[config.mk]
export PLATFORM = sky130hd
export DESIGN_NAME = booth_mul_arbiter
export DESIGN_NICKNAME = d
export VERILOG_FILES = /design/src/rtl/booth_mul_arbiter.sv
export SDC_FILE = /design/constraint.sdc
export NUM_CORES = 1
export LEC_CHECK = 0
export CAP_MARGIN = 20
export CORE_ASPECT_RATIO = 0.8
export CORE_MARGIN = 2
export CORE_UTILIZATION = 48
export CTS_CLUSTER_DIAMETER = 80
export CTS_CLUSTER_SIZE = 14
export DETAILED_ROUTE_END_ITERATION = 16
export PLACE_DENSITY = 0.81
export SYNTH_ARGS = -nofsm -noshare
export SYNTH_HDL_FRONTEND = slang
export SYNTH_SLANG_ARGS = --single-unit
[constraint.sdc]
create_clock -name clk -period 5.07 [get_ports clk]
set_input_delay 1.014 -clock clk [delete_from_list [all_inputs] [get_ports clk]]
set_output_delay 1.014 -clock clk [all_outputs]
set_load 0.05 [all_outputs]
[src/rtl/booth_mul_arbiter.sv]
// Round-robin front end sharing one signed 8x8 radix-4 Booth multiplier among
// NREQ requesters; operands are registered, the product returns tagged with its source.

module boothmultiplier (
  input  logic signed [7:0]  a,
  input  logic signed [7:0]  b,
  output logic signed [15:0] c
);
  logic signed [15:0] a_ext;
  logic signed [15:0] pp;
  logic signed [15:0] acc;
  logic        [8:0]  b_ext;
  logic        [2:0]  grp;

  // NOTE: every variable gets a default at the top of always_comb so no path can infer a latch.
  always_comb begin
    a_ext = {{8{a[7]}}, a};
    b_ext = {b, 1'b0};
    acc   = '0;
    pp    = '0;
    grp   = '0;
    // Each 3-bit window of the multiplier selects 0, +-a or +-2a, weighted by 4^j.
    for (int j = 0; j < 4; j++) begin
      grp = b_ext[2*j+2 -: 3];
      case (grp)
        3'b001, 3'b010: pp = a_ext;
        3'b011:         pp = a_ext <<< 1;
        3'b100:         pp = -(a_ext <<< 1);
        3'b101, 3'b110: pp = -a_ext;
        default:        pp = '0;
      endcase
      acc = acc + (pp <<< (2*j));
    end
    c = acc;
  end
endmodule

module booth_mul_arbiter #(
  parameter int NREQ = 4,
  parameter int IDW  = 2
) (
  input  logic                clk,
  input  logic                rst_n,
  input  logic [NREQ-1:0]     req_valid,
  input  logic [NREQ*8-1:0]   req_a,
  input  logic [NREQ*8-1:0]   req_b,
  output logic [NREQ-1:0]     req_ready,
  output logic                resp_valid,
  input  logic                resp_ready,
  output logic [IDW-1:0]      resp_id,
  output logic [15:0]         resp_p,
  output logic                busy
);
  typedef enum logic [1:0] {S_IDLE, S_CALC, S_RESP} state_t;

  state_t             state, state_d;
  logic [IDW-1:0]     rr_ptr;
  logic [IDW-1:0]     cur_id;
  logic signed [7:0]  op_a, op_b;
  logic signed [15:0] res_p;
  logic signed [15:0] mult_c;

  logic               grant_found;
  logic [IDW-1:0]     grant_id;
  logic [7:0]         win_a, win_b;

  boothmultiplier u_mult (
    .a (op_a),
    .b (op_b),
    .c (mult_c)
  );

  // Two passes: indices at or above the pointer first, then the wrapped-around lower ones.
  always_comb begin
    grant_found = 1'b0;
    grant_id    = '0;
    for (int i = 0; i < NREQ; i++) begin
      if (!grant_found && req_valid[i] && (IDW'(i) >= rr_ptr)) begin
        grant_found = 1'b1;
        grant_id    = IDW'(i);
      end
    end
    for (int i = 0; i < NREQ; i++) begin
      if (!grant_found && req_valid[i] && (IDW'(i) < rr_ptr)) begin
        grant_found = 1'b1;
        grant_id    = IDW'(i);
      end
    end
  end

  always_comb begin
    win_a = '0;
    win_b = '0;
    for (int i = 0; i < NREQ; i++) begin
      if (IDW'(i) == grant_id) begin
        win_a = req_a[8*i +: 8];
        win_b = req_b[8*i +: 8];
      end
    end
  end

  always_comb begin
    state_d   = state;
    req_ready = '0;
    case (state)
      S_IDLE: begin
        if (grant_found) begin
          // Gated by rst_n so no grant is shown while reset is held.
          req_ready = NREQ'(rst_n) << grant_id;
          state_d   = S_CALC;
        end
      end
      S_CALC:  state_d = S_RESP;
      S_RESP:  if (resp_ready) state_d = S_IDLE;
      default: state_d = S_IDLE;
    endcase
  end

  // NOTE: sequential state uses non-blocking assignments so all registers update together at the edge.
  always_ff @(posedge clk or negedge rst_n) begin
    if (!rst_n) begin
      state  <= S_IDLE;
      rr_ptr <= '0;
      cur_id <= '0;
      op_a   <= '0;
      op_b   <= '0;
      res_p  <= '0;
    end else begin
      state <= state_d;
      if (state == S_IDLE && grant_found) begin
        op_a   <= win_a;
        op_b   <= win_b;
        cur_id <= grant_id;
        rr_ptr <= (grant_id == IDW'(NREQ-1)) ? '0 : grant_id + 1'b1;
      end
      if (state == S_CALC)
        res_p <= mult_c;
    end
  end

  assign resp_valid = (state == S_RESP);
  assign resp_p     = res_p;
  assign resp_id    = cur_id;
  assign busy       = (state != S_IDLE);
endmodule

==> results.yml <==
timing:
  finClkSkew_ns: 0.00606
  slew_headroom: 0.343
  finalCritPeriodShare: 0.938
  rsz0062_at_grt: "false"
  worstMarginPinSlew_ns: 0.983
  fmax_ghz: 0.210
  report.final.slew_viol_count: 0
  min_period_ns: 4.75
  hold_ws_ns: 0.471
  setup_viol: 0
  hold_viol: 0
  layout_setup_ws_ns: 0.317
  finalSetupTns_ns: 0
place:
  gp_congestion: 1.03
  io_buffers: 94
  pre_cts_slack_ns: 0.186
  hpwl_um: 11600
clocking:
  clkLatencyLatePin_ns: 0.29
  cts_hold_buf: 0
  clock_sinks: 38
  path_clk_slew_ns: 0.07
  clock_path_buffers: 2
  root_buffer: "clkbuf_16"
  cts_htree_levels: 2
  cts_buffers: 5
  cts_tree: "yes"
yosys:
  ys_ff_latch: 38
  yosysUniqueCellTypes: 60
  postSynthCellCount: 667
  synth.top_cell.area_share: 0.199
  async_reset_ff_frac: 1.00
  synth_fp_nets: 781
  synth.area.top_cells: "dfrtp_1 (20%), fa_1 (8.8%), o21ai_0 (7.9%)"
  postSynthAreaPerCell_um2: 7.16
  synth_flop_cell: "dfrtp_1"
  synth_edf_count: 0
  synth.cell_area_um2: 4780
  synth_top_cell_by_area: "dfrtp_1"
  seq_area_frac_synth: 0.199
  ys_warn_count: 0
setup_path:
  ff2ff_path_depth: 19
  cp.required_ns: 5.25
  end_kind: "register"
  critPathSlowestCell: "or4_4"
  crit_type: "register to register"
  reg2reg_slack_ns: 0.32
  cpPeakStageDelay_ns: 0.54
  crit_fanout: 9
  worst_ep_arrival_time_ns: 4.93
  reg2reg_to: "resp_p[12]"
  rr_startpoint: "op_a[1]"
  critPathLaunchType: "register"
  cp_cell_sequence: "or4_4 > nor2_1 > xnor2_1 > nand2_1 > o21ai_0 > a21oi_1 > a21oi_1 > fa_1 > inv_1 > fa_1 > inv_1 > ha_1 > o21ai_0 > a21oi_1 > o21ai_1 > a21boi_0 > o21ai_0 > mux2i_1 > nand2_1"
routing:
  route.detailed.drc: 0
  drtPass1Iterations: 7
  initialDrtViolationCount: 597
  via_per_inst: 5.83
  post_drt_wl_per_cell_um: 16.8
  ant_nets: 0
  wl_um: 14900
  vias: 5161
hold_path:
  hold_start: "resp_p[7]"
  holdPathStages: 2
  hold_end: "resp_p[7]"
  hp-class: "register to register"
grt:
  antenna_found_initial: 0
  track_usage: 0.284
  grt_pass1_wl_um: 24400
  grt_max_degree: 39
  overflow: 0
  grt_pass1_vias: 4947
die:
  die_x_um: 116
  io-pin-count: 95
  start_util: 0.495
  dieArea_um2: 10800
  num_rows: 32
  die_y_um: 93.2
  core_um2: 9650
final_layout:
  final_cell_mix: "nand2_1 (95), clkdlybuf4s50_1 (93), nor2_1 (84)"
  finalNetCount: 863
  antenna_cells: 0
  fin_util: 0.636
  drive_gt1_frac: 0.0933
  syn2layout_area_growth_pct: 28.4
  layout_commonest_cell: "nand2_1"
flow_run:
  maxCapViolations: 0
status:
  status: "finished, final reports clean"
==> metrics by stage <==
stage,instances,area [µm²]
CTS,885,6110
detailed placement,877,5910
global route,886,6130
finish,886,6130
floorplan,667,4780
global placement,877,5910
==> state kept, by name, summed over array words and instances (netlist names) <==
register  flops
resp_id       2
state         2
op_b          8
op_a          8
rr_ptr        2
resp_p       16
==> worst max path at each step <==
| stage | from | endpoint | slack, ns | depth (start not counted) |
|---|---|---|---|---|
| detailed placement | op_a[0] | resp_p[12] | 0.19 | 18 |
| floorplan | op_a[0] | resp_p[14] | 0.37 | 20 |
| global placement | op_a[1] | resp_p[14] | 0.31 | 18 |
| CTS | op_a[1] | resp_p[14] | 0.15 | 18 |
| global route | op_a[1] | resp_p[12] | 0.06 | 19 |
| finish | op_a[1] | resp_p[12] | 0.32 | 19 |
==> cell type report <==
cell class / count / area (µm²)
well taps: 136 / 170
clock inverters: 3 / 68.8
multi-input cells: 524 / 3430
repair buffers: 127 / 1180
flip-flops and latches: 38 / 953
clock buffers: 5 / 125
inverters: 53 / 199
fillers: 861 / 3520
==> cells in the mapped netlist, types with 3 or more instances <==
cell type  instances
a21o_1             5
buf_2              3
fa_1              21
nor3b_1            4
ha_1              22
a31oi_1            6
and2_1             4
inv_1             52
nor2_1            85
mux2_2             7
o211ai_1           6
o22ai_1            5
a221oi_1          11
nor2b_1            3
mux2i_1            8
nand2_1           95
clkbuf_1          45
xnor2_1           11
nor3_1             3
a21oi_1           68
dfrtp_1           38
xor2_1            11
o21ai_0           75
nand2b_1           5
nand3_1            5
o31ai_1            7
a22oi_1           20
==> cells by family (layout without fill, tap and decap cells) <==
family	after synthesis	after routing	synth area share
AOI/OAI and AO/OA	228	228	0.294
xor gates and xnor gates	23	23	0.0437
adders and majority gates	43	43	0.146
buffers and inverters	105	188	0.0864
DFF	38	38	0.199
muxes	17	17	0.0427
and+or+nand+nor	213	213	0.189
==> critical path, delay by kind of cell (launching register included) <==
family	cells	cell delay (ns)
XOR/XNOR	1	0.22
buffers and inverters	2	0.11
flip-flops	1	0.48
multiplexers	1	0.21
adder cells (fa/ha/maj)	3	1.41
AND/OR/NAND/NOR	4	0.97
AO/OA/AOI/OAI	8	1.25
==> timing repair <==
action / CTS / global route
gates resized for setup: 0 / 7
endpoints found under the setup margin: 0 / 3
setup buffers: 0 / 1
==> metal layers <==
metal	track usage	share of wire	vias up
met5	0	0	-
met4	0.0753	0.020	0
met3	0.0551	0.11	30
met2	0.470	0.45	306
met1	0.380	0.42	2348
li1	-	-	2477
Power is not shown: default switching activity piles up to over one toggle a cycle in this logic, so the estimate is an artifact.
